==> src/rtl/mc_ifetch_pkg.sv <==
// rtl/mc_ifetch_pkg.sv - shared types and constants for the instruction-fetch responder
package mc_ifetch_pkg;

  // Default RAM / pc address width
  localparam int MCIF_ADDR_W = 32;

  // Bytes per instruction word; the byte sequencer below is only built for 4
  localparam int MCIF_WORD_BYTES = 4;

  // Beat counter value on which the last byte lane is captured
  localparam logic [2:0] MCIF_LAST_CNT = 3'(MCIF_WORD_BYTES);

  typedef enum logic [1:0] {
    ST_IDLE = 2'd0,
    ST_READ = 2'd1,
    ST_DONE = 2'd2
  } mcif_state_t;

  // Little-endian word assembly: the three buffered low lanes plus the byte on the bus as lane 3
  function automatic logic [31:0] mcif_assemble(input logic [23:0] low_lanes,
                                                input logic [7:0]  top_lane);
    return {top_lane, low_lanes};
  endfunction

endpackage

==> src/rtl/mc_ifetch_if.sv <==
// rtl/mc_ifetch_if.sv - ICache miss request/response and byte-wide RAM port bundle
interface mc_ifetch_if
  import mc_ifetch_pkg::*;
#(
  parameter int ADDR_W = MCIF_ADDR_W
);

  // ICache side
  logic              ins_flag_mc;
  logic [ADDR_W-1:0] pc_mc;
  logic              ins_flag;
  logic [31:0]       ins;
  logic [ADDR_W-1:0] ins_pc;

  // RAM port side
  logic              bus_req;
  logic              bus_gnt;
  logic [ADDR_W-1:0] mem_a;
  logic [7:0]        mem_din;

  // Fetch responder view
  modport slave (
    input  ins_flag_mc,
    input  pc_mc,
    input  bus_gnt,
    input  mem_din,
    output ins_flag,
    output ins,
    output ins_pc,
    output bus_req,
    output mem_a
  );

  // ICache / arbiter / RAM view
  modport master (
    output ins_flag_mc,
    output pc_mc,
    output bus_gnt,
    output mem_din,
    input  ins_flag,
    input  ins,
    input  ins_pc,
    input  bus_req,
    input  mem_a
  );

endinterface

==> src/rtl/mc_ifetch.sv <==
// rtl/mc_ifetch.sv - serves ICache misses by reading one word as four byte reads
module mc_ifetch
  import mc_ifetch_pkg::*;
#(
  parameter int ADDR_W = MCIF_ADDR_W
) (
  input  logic       clk_i,
  input  logic       rst_i,
  input  logic       rdy_i,
  input  logic       jp_wrong_i,
  mc_ifetch_if.slave bus_if
);

  mcif_state_t       state_q, state_d;
  logic [2:0]        cnt_q, cnt_d;
  logic [ADDR_W-1:0] base_q, base_d;
  logic [ADDR_W-1:0] mem_a_q, mem_a_d;
  logic [23:0]       lanes_q, lanes_d;
  logic [31:0]       ins_q, ins_d;
  logic [ADDR_W-1:0] ins_pc_q, ins_pc_d;
  logic              ins_flag_q, ins_flag_d;

  logic              accept;

  // A miss is taken only from IDLE, with the port granted and no flush pending
  assign accept = (state_q == ST_IDLE) & bus_if.ins_flag_mc & bus_if.bus_gnt & ~jp_wrong_i;

  // State register; rdy low freezes everything, reset still wins asynchronously
  always_ff @(posedge clk_i or posedge rst_i) begin
    if (rst_i) begin
      state_q    <= ST_IDLE;
      cnt_q      <= 3'd0;
      base_q     <= '0;
      mem_a_q    <= '0;
      lanes_q    <= 24'd0;
      ins_q      <= 32'd0;
      ins_pc_q   <= '0;
      ins_flag_q <= 1'b0;
    end else if (rdy_i) begin
      state_q    <= state_d;
      cnt_q      <= cnt_d;
      base_q     <= base_d;
      mem_a_q    <= mem_a_d;
      lanes_q    <= lanes_d;
      ins_q      <= ins_d;
      ins_pc_q   <= ins_pc_d;
      ins_flag_q <= ins_flag_d;
    end
  end

  // Next-state: issue byte 0 on accept, capture one lane per READ beat, pulse valid in DONE
  always_comb begin
    state_d    = state_q;
    cnt_d      = cnt_q;
    base_d     = base_q;
    mem_a_d    = mem_a_q;
    lanes_d    = lanes_q;
    ins_d      = ins_q;
    ins_pc_d   = ins_pc_q;
    ins_flag_d = ins_flag_q;

    case (state_q)
      ST_IDLE: begin
        if (accept) begin
          state_d = ST_READ;
          base_d  = bus_if.pc_mc;
          mem_a_d = bus_if.pc_mc;
          cnt_d   = 3'd1;
        end
      end

      ST_READ: begin
        if (jp_wrong_i) begin
          // Mispredict: drop the fetch, the partial lanes are simply overwritten next time
          state_d = ST_IDLE;
          cnt_d   = 3'd0;
        end else begin
          case (cnt_q)
            3'd1:    lanes_d[7:0]   = bus_if.mem_din;
            3'd2:    lanes_d[15:8]  = bus_if.mem_din;
            3'd3:    lanes_d[23:16] = bus_if.mem_din;
            default: ;
          endcase
          if (cnt_q == MCIF_LAST_CNT) begin
            ins_d      = mcif_assemble(lanes_q, bus_if.mem_din);
            ins_pc_d   = base_q;
            ins_flag_d = 1'b1;
            state_d    = ST_DONE;
            cnt_d      = 3'd0;
          end else begin
            mem_a_d = base_q + ADDR_W'(cnt_q);
            cnt_d   = cnt_q + 3'd1;
          end
        end
      end

      ST_DONE: begin
        // One dead cycle so the ICache can fill before the miss line is looked at again
        ins_flag_d = 1'b0;
        state_d    = ST_IDLE;
      end

      default: begin
        state_d = ST_IDLE;
        cnt_d   = 3'd0;
      end
    endcase
  end

  // A flush in the delivery cycle must hide the word from the ICache
  assign bus_if.ins_flag = ins_flag_q & ~jp_wrong_i;
  assign bus_if.ins      = ins_q;
  assign bus_if.ins_pc   = ins_pc_q;
  assign bus_if.mem_a    = mem_a_q;
  assign bus_if.bus_req  = (state_q == ST_READ) |
                           ((state_q == ST_IDLE) & bus_if.ins_flag_mc & ~jp_wrong_i);

endmodule
==> src/flat_wrapper.sv <==
// flat-port wrapper written by rule: the top's interface ports become plain ports
module mc_ifetch_flat import mc_ifetch_pkg::*;
#(
  parameter int ADDR_W = MCIF_ADDR_W
)
  (clk_i, rst_i, rdy_i, jp_wrong_i, bus_if_ins_flag_mc, bus_if_pc_mc, bus_if_bus_gnt, bus_if_mem_din, bus_if_ins_flag, bus_if_ins, bus_if_ins_pc, bus_if_bus_req, bus_if_mem_a);
  mc_ifetch_if #(.ADDR_W(ADDR_W)) bus_if_i ();
  input  logic clk_i;
  input  logic rst_i;
  input  logic rdy_i;
  input  logic jp_wrong_i;
  input wire logic [$bits(bus_if_i.ins_flag_mc)-1:0] bus_if_ins_flag_mc;
  input wire logic [$bits(bus_if_i.pc_mc)-1:0] bus_if_pc_mc;
  input wire logic [$bits(bus_if_i.bus_gnt)-1:0] bus_if_bus_gnt;
  input wire logic [$bits(bus_if_i.mem_din)-1:0] bus_if_mem_din;
  output wire logic [$bits(bus_if_i.ins_flag)-1:0] bus_if_ins_flag;
  output wire logic [$bits(bus_if_i.ins)-1:0] bus_if_ins;
  output wire logic [$bits(bus_if_i.ins_pc)-1:0] bus_if_ins_pc;
  output wire logic [$bits(bus_if_i.bus_req)-1:0] bus_if_bus_req;
  output wire logic [$bits(bus_if_i.mem_a)-1:0] bus_if_mem_a;
  assign bus_if_i.ins_flag_mc = bus_if_ins_flag_mc;
  assign bus_if_i.pc_mc = bus_if_pc_mc;
  assign bus_if_i.bus_gnt = bus_if_bus_gnt;
  assign bus_if_i.mem_din = bus_if_mem_din;
  assign bus_if_ins_flag = bus_if_i.ins_flag;
  assign bus_if_ins = bus_if_i.ins;
  assign bus_if_ins_pc = bus_if_i.ins_pc;
  assign bus_if_bus_req = bus_if_i.bus_req;
  assign bus_if_mem_a = bus_if_i.mem_a;
  mc_ifetch #(.ADDR_W(ADDR_W)) u_core (.clk_i(clk_i), .rst_i(rst_i), .rdy_i(rdy_i), .jp_wrong_i(jp_wrong_i), .bus_if(bus_if_i));
endmodule
==> config.mk <==
export PLATFORM = sky130hd
export DESIGN_NAME = mc_ifetch_flat
export DESIGN_NICKNAME = d
export VERILOG_FILES = /design/src/rtl/mc_ifetch_pkg.sv /design/src/rtl/mc_ifetch_if.sv /design/src/rtl/mc_ifetch.sv /design/src/flat_wrapper.sv
export SDC_FILE = /design/constraint.sdc
export NUM_CORES = 1
export LEC_CHECK = 0
export ABC_AREA = 1
export CAP_MARGIN = 20
export CORE_MARGIN = 2
export CORE_UTILIZATION = 54
export CTS_BUF_LIST = sky130_fd_sc_hd__clkbuf_8
export CTS_CLUSTER_SIZE = 30
export DETAILED_ROUTE_END_ITERATION = 8
export PLACE_DENSITY = 0.87
export RECOVER_POWER = 25
export SETUP_SLACK_MARGIN = 0.2
export SYNTH_ARGS = -nofsm -noshare
export SYNTH_HDL_FRONTEND = slang
export SYNTH_SLANG_ARGS = --single-unit
==> constraint.sdc <==
create_clock -name clk_i -period 5.89 [get_ports clk_i]
set_input_delay 0.8835 -clock clk_i [delete_from_list [all_inputs] [get_ports clk_i]]
set_output_delay 0.8835 -clock clk_i [all_outputs]
set_load 0.05 [all_outputs]
## Yosys cells after proc, flatten, opt, wreduce, memory -nomap -nowiden

Index checks and enable logic that the tools add are counted.

| operators by class | value |
|---|---|
| $add $sub $neg | 2 |
| multiply operators | 0 |
| div/mod/pow operators | 0 |
| $lt $le $gt $ge | 0 |
| equality and inequality tests | 11 |
| shifts and indexed selects | 0 |
| mux-type cells | 15 |
| bitwise gates (word level) | 8 |
| reductions and logical operators | 12 |

Operators by type and width:

| operator | number |
|---|---|
| 32-bit two-way mux | 3 |
| 32-bit case mux with 2 select lines | 1 |
| 32-bit by 3-bit adder with 32-bit output | 1 |
| 4-bit AND reduction | 5 |
| 3-bit two-way mux | 3 |
| 3-bit case mux with 3 select lines | 1 |
| 3-bit AND reduction | 3 |
| 3-bit by 2-bit == test with 1-bit output (second input constant) | 2 |
| 2-bit two-way mux | 3 |
| 1-bit AND | 5 |
| 5-bit AND reduction | 1 |
| 2-bit by 1-bit != test with 1-bit output (second input constant) | 2 |
| 2-bit != test (second input constant) | 2 |
| 2-bit case mux with 2 select lines | 1 |
| 2-bit nonzero test | 2 |
| 3-bit by 1-bit adder with 3-bit output (second input constant) | 1 |
| 3-bit by 1-bit == test with 1-bit output (second input constant) | 1 |
| 3-bit == test (second input constant) | 1 |
| 3-bit by 2-bit != test with 1-bit output (second input constant) | 1 |
| 2-bit by 1-bit == test with 1-bit output (second input constant) | 1 |
| 2-bit == test (second input constant) | 1 |
| 2-bit logical NOT | 1 |
| 1-bit two-way mux | 2 |
| 1-bit NOT | 2 |
| other kinds (2) | 2 |

| storage, ports and cells | value |
|---|---|
| register bits | 158 |
| bits in latches | 0 |
| bits in writable memories | 0 |
| bits in read-only memories | 0 |
| bits of input ports | 46 |
| output and inout bits | 98 |
| word-level logic and storage cells | 58 |
| memories | 0 |

## Depth between registers and ports, before layout

Gate-level depths: netlist (run 1).

| logic depth | value |
|---|---|
| depth in word-level cells | 6 |
| gate-level depth with buffers | 11 |
| gate-level depth less buffers | 11 |

## Worst setup path after synthesis (run 1)

No wires, ideal clock.

| path | value |
|---|---|
| kind | input port to output port |
| start point | input port jp_wrong_i |
| end point | output port bus_if_ins_flag |
| arrival | 1.537 ns |
| required time | 5.007 ns |
| path slack | 3.469 ns |
| stages | 1 |
| path buffers | 0 |
| cells stage by stage | nor2_1 |

| on the way | value |
|---|---|
| cells in the longest elaborated chain, start to end | 2 |

Ends and longest elaborated chain:

| item | RTL line | RTL |
|---|---|---|
| from (decl) | flat_wrapper.sv:11 | `input logic jp_wrong_i;` |
| 1-bit NOT (no source line) | -- |  |
| 1-bit AND | mc_ifetch.sv:111 | `assign bus_if.ins_flag = ins_flag_q & ~jp_wrong_i;` |
| to (decl) | flat_wrapper.sv:16 | `output wire logic [$bits(bus_if_i.ins_flag)-1:0] bus_if_ins_flag;` |

No other way between the ends.

## Worst setup path after layout (run 1)

| path | value |
|---|---|
| start point | input port jp_wrong_i |
| end point | register u_core.mem_a_q[7], in the netlist u_core.bus_if.mem_a[7] |

| on the way | value |
|---|---|
| cells in the longest elaborated chain, start to end | 4 |
| elaborated cells on any way between the ends | 5 |
| those cells by class | eq/ne: 2; bitwise: 2; reduce/logical: 1 |

Ends and longest elaborated chain:

| item | RTL line | RTL |
|---|---|---|
| 1-bit NOT (no source line) | -- |  |
| 1-bit AND | mc_ifetch.sv:26 | `assign accept = (state_q == ST_IDLE) & bus_if.ins_flag_mc & bus_if.bus_gnt & ~jp_wrong_i;` |
| 2-bit by 1-bit != test with 1-bit output (no source line) | -- |  |
| 5-bit AND reduction (no source line) (*) | -- |  |
| to (signal assigned) | mc_ifetch.sv:43 | `mem_a_q <= mem_a_d;` |
| to (decl) | mc_ifetch.sv:17 | `logic [ADDR_W-1:0] mem_a_q, mem_a_d;` |

Mark *: on every way between the ends. The rest lies on a longest branch, timed or not.
A chain may end at the register's enable or synchronous reset.

==> out/qor.yml, run 1 <==
status: "complete, but fails checks"
violations: "capacitance limit, slew limit"
setup_viol: 0
synth-seq-cells: 158
antenna_found_initial: 0
netSwitchingPower_mw: 1.87
clkSlewWorstSetupHoldPaths_ns: 0.08
power_density_nw_per_um2: 452
synthFlopType: "dfrtp_1"
die_y_um: 121
grt_pass1_wl_mm: 30.8
numCtsBuffers: 17
cts-htree-levels: 4
post-place-ws_ns: 1.97
hpwl_mm: 13.5
wire_per_inst_um: 15.6
synth-seq-area-share: 0.531
drc: 0
synth_fp_nets: 963
yosys-top-cells-area: "dfrtp_1 (53%), nand2_1 (15%), o21ai_0 (7.7%), inv_1 (5.0%), nand3_1 (3.6%)"
fin_hold_ws_ns: 0.485
cpMaxStageDelayCell: "clkbuf_1"
track_usage: 0.274
swShare: 0.443
max-cap-violations: 2
antenna_cells: 0
cts.path.max_buffers: 2
routed_wl_mm: 19.1
fin_crit_ns: 4.39
cts_resized: 0
seqPwrFrac: 0.396
core_um2: 13300
start_util: 0.557
vias: 6594
netlist.area_leader.share: 0.531
criticalPathCategory: "in2reg"
synth_area_leader_cell: "dfrtp_1"
drt_iter0_markers: 673
power_mw: 4.22
layout_commonest_cell: "nand2_1"
cts_setup_buffers: 0
die_area_um2: 14700
min_from: "u_core.bus_if.mem_a[17]"
port_buffers: 143
max_freq_mhz: 228
grt_max_degree: 75
synthArstFlopShare: 1.00
cp_data_arrival_time_ns: 4.75
synth.distinct_cells: 34
period_share: 0.745
cellInternalPower_mw: 2.35
drt-pass1-iter-count: 6
ioPinCount: 144
mostFrequentLayoutCells: "nand2_1 (299), dfrtp_1 (158), clkdlybuf4s50_1 (141), o21ai_0 (114), inv_1 (102)"
cp_max_fo: 56
crit_path_cell_trace: "dlygate4sd3_1, nor2_4, nand3_1, clkbuf_1, o21ai_2, nand2_4, inv_2, o211ai_1, nand2_1"
cp.required_ns: 6.25
setup_ws_ns: 1.50
ys.warnings.count: 0
fin_nets: 1094
slew_viol_final: 114
avgSynthCellArea_um2: 8.19
syn_inst: 908
hold_buffers: 0
slowest_delay_ns: 1.56
p_leak_nw: 4.41
p_clk_frac: 0.190
irDropWorstVdd_uv: 489
layout-area-overhead-vs-synth_pct: 25.4
rows: 42
finalClockSkew_ns: 0.0115
crit_path_end_kind: "flip-flop"
die_w_um: 121
fin_tns_setup_ns: 0
rsz0062_at_grt: "no"
relSlewSlack: -0.650
hold_violations: 0
globalplace.congestion: 0.963
first_global_vias: 6068
worst_slew_pin_slew_ns: 2.46
grt_overflow: 0
cts_root_buf: "clkbuf_8"
syn-cell-area_um2: 7440
crit_start: "jp_wrong_i"
clk_latency_ns: 0.47
cts_sinks: 158
startpoint_type: "input port"
synth_edf_count: 0
cts_tree: "built"
r2r-start: "u_core.state_q[1]"
viasPerCell: 5.37
layout-drive-gt1-share: 0.0798
worstHoldPathType: "reg2reg"
p_comb_frac: 0.414
ant_nets: 0
state kept, by name, summed over array words and instances (netlist names):
| register | flops |
|---|---|
| u_core.base_q | 32 |
| u_core.bus_if.ins | 32 |
| u_core.bus_if.ins_pc | 32 |
| u_core.bus_if.mem_a | 32 |
| u_core.cnt_q | 3 |
| u_core.ins_flag_q | 1 |
| u_core.lanes_q | 24 |
| u_core.state_q | 2 |
path summary, 6_finish.rpt:
path | to | slack [ns] | cells after the start
hold reg to reg | u_core.bus_if.mem_a[17] | 0.49 | 2
max in group asynchronous | u_core.base_q[4] | 2.75 | 3
hold / removal | u_core.bus_if.mem_a[17] | 0.49 | 2
setup reg to reg | u_core.bus_if.mem_a[7] | 2.07 | 10
min in group asynchronous | u_core.bus_if.ins[12] | 1.54 | 2
setup / recovery | u_core.bus_if.mem_a[7] | 1.50 | 9
cell families after synthesis:
kind of cell,count (synthesis),share of synthesized area
and+or+nand+nor,433,0.236
DFF,158,0.531
AOI/OAI and AO/OA,151,0.114
buffers and inverters,141,0.0785
muxes,16,0.0242
adders and majority gates,9,0.0161
power by group through the flow:
| stage | clock network (mW) | logic [mW] | registers (mW) |
|---|---|---|---|
| after global placement | 0 | 1.68 | 1.67 |
| after global routing | 0.869 | 1.90 | 1.71 |
| final | 0.802 | 1.75 | 1.67 |
| after CTS | 0.808 | 1.74 | 1.66 |
| after floorplan | 0 | 0.722 | 2.11 |
| after detailed placement | 0 | 1.73 | 1.67 |
layout make-up:
class                      instances  area (um2)
clock buffer                      20         275
fill                            1077        4020
clock inverter                    12         121
inverter                         106         399
timing repair buffer             147        1460
sequential                       158        3950
tap                              176         220
multi-input combinational        609        2900
cells in the mapped netlist (2+ instances only):
master	n
a21oi_1	3
a21oi_2	17
buf_2	16
buf_6	4
clkbuf_1	13
dfrtp_1	158
ha_1	8
inv_1	100
inv_2	5
mux2_2	16
nand2_1	299
nand2_2	4
nand3_1	54
nand4_1	3
nor2_1	63
nor2_2	2
o211ai_1	4
o21ai_0	114
o21ai_1	9
or2_2	2
worst max-delay path, delay by kind of cell:
family                 cells  cell delay [ns]
and+or+nand+nor            4             0.93
buffers and inverters      3             2.49
AOI/OAI and AO/OA          2             0.42
per-stage QoR:
step | cells | util | area (um2)
6_report | 1228 | 0.699 | 9330
5_1_grt | 1228 | 0.699 | 9330
4_1_cts | 1227 | 0.699 | 9340
3_5_place_dp | 1195 | 0.670 | 8940
3_3_place_gp | 1195 | 0.670 | 8940
2_1_floorplan | 908 | - | 7440
per-layer routing:
metal	vias to the layer above	wire, um	global-route usage
met4	0	490	0.106
li1	3133	-	-
met3	42	1650	0.0625
met5	-	0	0
met2	308	8610	0.404
met1	3111	8400	0.394
Note: power is estimated with default switching activity, not from simulation.
==> run 2, diff against run 1 <==
==> constraint.sdc (replaced) <==
create_clock -name clk_i -period 4.25 [get_ports clk_i]
set_input_delay 0.6375 -clock clk_i [delete_from_list [all_inputs] [get_ports clk_i]]
set_output_delay 0.6375 -clock clk_i [all_outputs]
set_load 0.05 [all_outputs]
==> run 2 against run 1 <==
  * The flow still finishes with violations (capacitance limit, slew limit)
  * Flip-flop and latch count is the same
  * Utilization up 0.59 points
  * Register-to-register slack worse by 0.46 ns
  * First-iteration DRC count is 8.3% higher
  * Clock-buffer cell count shrank 2
  * Die area unchanged
  * Critical path type is now reg2out
==> out/qor.yml, run 2 (synthesis results as in run 1) <==
violations: "capacitance limit, slew limit"  # unchanged
swShare: 0.429  # was 0.443
crit_path_cell_trace: "inv_2, nand2_2, nand2_1, clkdlybuf4s50_1"  # was dlygate4sd3_1, nor2_4, nand3_1, clkbuf_1, o21ai_2, nand2_4, inv_2, o211ai_1, nand2_1
power_density_nw_per_um2: 635  # was 452 nW/um2
cpMaxStageDelayCell: "clkdlybuf4s50_1"  # was clkbuf_1
routed_wl_mm: 18.4  # was 19.1 mm
p_comb_frac: 0.402  # was 0.414
netSwitchingPower_mw: 2.56  # was 1.87 mW
die_w_um: 121  # unchanged
design_area_um2: 9410  # was 9330 um2
layout-area-overhead-vs-synth_pct: 26.5  # was 25.4%
max_freq_mhz: 318
fin_crit_ns: 3.14
final-seq-area_um2: 3950  # unchanged
globalplace.congestion: 0.993  # was 0.963
worst_slew_pin_slew_ns: 2.06  # was 2.46 ns
rsz0062_at_grt: "no"  # unchanged
core_um2: 13300  # unchanged
wire_per_inst_um: 15.0  # was 15.6 um
cts_resized: 0  # unchanged
place_area_um2: 8950  # was 8940 um2
cts.path.max_buffers: 2  # unchanged
die_area_um2: 14700  # unchanged
layout-drive-gt1-share: 0.0818  # was 0.0798
cts-htree-levels: 4  # unchanged
grt_max_degree: 159  # was 75
worstHoldPathType: "reg2reg"  # unchanged
ioPinCount: 144  # unchanged
track_usage: 0.266  # was 0.274
hpwl_mm: 12.9  # was 13.5 mm
startpoint_type: "flip-flop"  # was input port
first_global_vias: 5972  # was 6,068
die_y_um: 121  # unchanged
nFillCells: 1021  # was 1,077
antenna_cells: 0  # unchanged
slowest_delay_ns: 0.83  # was 1.56 ns
antenna_found_initial: 0  # unchanged
ant_nets: 0  # unchanged
path_buf_inv: 2  # was 3
p_leak_nw: 4.45  # was 4.41 nW
clkSlewWorstSetupHoldPaths_ns: 0.08  # about the same
layout_commonest_cell: "nand2_1"  # unchanged
start_util: 0.557  # unchanged
irDropWorstVdd_uv: 545  # was 489 uV
cts_tree: "built"  # unchanged
criticalPathCategory: "reg2out"  # was in2reg
numCtsBuffers: 17  # unchanged
cp_top_family: "buffers and inverters"  # unchanged
max-cap-violations: 1  # was 2
period_share: 0.739
cp_data_arrival_time_ns: 2.50  # was 4.75 ns
crit_path_end_kind: "primary output"  # was flip-flop
status: "complete, but fails checks"  # unchanged
vias: 6456  # was 6,594
cts_setup_buffers: 0  # unchanged
viasPerCell: 5.26  # was 5.37
setup_viol: 0  # unchanged
hold_buffers: 0  # unchanged
cellInternalPower_mw: 3.41  # was 2.35 mW
cts_root_buf: "clkbuf_8"  # unchanged
p_clk_frac: 0.211  # was 0.190
drt_iter0_markers: 729  # was 673
slew_viol_final: 159  # was 114
relSlewSlack: -0.371  # was -0.650
drc: 0  # unchanged
port_buffers: 143  # unchanged
seqPwrFrac: 0.388  # was 0.396
rows: 42  # unchanged
grt_pass1_wl_mm: 30.2  # was 30.8 mm
drt-pass1-iter-count: 5  # was 6
clk_latency_ns: 0.46  # was 0.47 ns
multi_input_area_um2: 2910  # was 2900 um2
hold_violations: 0  # unchanged
fin_tns_setup_ns: 0  # unchanged
cp.required_ns: 3.61  # was 6.25 ns
grt_overflow: 0  # unchanged
cp_max_fo: 31  # was 56
cts_sinks: 158  # unchanged
fin_nets: 1094  # unchanged
mostFrequentLayoutCells: "nand2_1 (299), dfrtp_1 (158), clkdlybuf4s50_1 (142), o21ai_0 (114), inv_1 (101)"  # was nand2_1 (299), dfrtp_1 (158), clkdlybuf4s50_1 (141), o21ai_0 (114), inv_1 (102)
finalClockSkew_ns: 0.0119  # was 0.0115 ns
-- run 2: worst register-to-register path, stage by stage (launching register included) --
cell	delay [ns]
dfrtp_1	0.40
inv_2	0.09
nand2_2	0.49
nor2_2	0.40
nor3_2	0.11
nand2_4	0.50
inv_2	0.30
o211ai_1	0.17
nand2_1	0.08
-- run 2: path summary, 6_finish.rpt --
kind	from	end	slack, ns	cells after the start
min in group asynchronous	rst_i	u_core.lanes_q[6]	1.43	3
setup reg to reg	u_core.state_q[1]	u_core.bus_if.mem_a[1]	1.61	8
hold / removal	u_core.bus_if.mem_a[19]	u_core.bus_if.mem_a[19]	0.48	2
max in group asynchronous	rst_i	u_core.bus_if.ins_pc[24]	1.54	3
hold reg to reg	u_core.bus_if.mem_a[19]	u_core.bus_if.mem_a[19]	0.48	2
setup / recovery	u_core.state_q[1]	bus_if_bus_req	1.11	4
-- run 2: routing by layer --
layer	GRT usage	vias up	part of all wire
li1	-	3129	-
met1	0.403	3032	0.45
met2	0.383	264	0.45
met3	0.0503	31	0.075
met4	0.0941	0	0.023
met5	0	-	0
-- run 2: final cells by class --
cell class                 instances  area share
clock buffer                      18      0.0263
inverter                         106      0.0427
multi-input combinational        609       0.309
tap                              176      0.0234
clock inverter                    13      0.0209
sequential                       158       0.420
timing repair buffer             147       0.157
-- run 2: metrics by stage --
stage / cells / utilization / hold slack, ns / worst slack (ns) / power, mW
6_report: 1227 / 0.705 / 0.483 / 1.11 / 5.97
5_1_grt: 1227 / 0.705 / 0.506 / 0.995 / 6.33
4_1_cts: 1226 / 0.704 / 0.490 / 1.09 / 5.97
3_5_place_dp: 1195 / 0.671 / 0.469 / 1.43 / 4.71
3_3_place_gp: 1195 / 0.671 / 0.462 / 1.42 / 4.65
2_1_floorplan: 908 / - / 0.449 / 1.61 / 3.92
-- run 2: power groups by stage --
stage,clock [mW],sequential [mW],combinational [mW]
finish,1.26,2.31,2.40
global route,1.33,2.37,2.63
CTS,1.26,2.30,2.41
detailed placement,0,2.32,2.40
global placement,0,2.31,2.34
floorplan,0,2.92,1.00
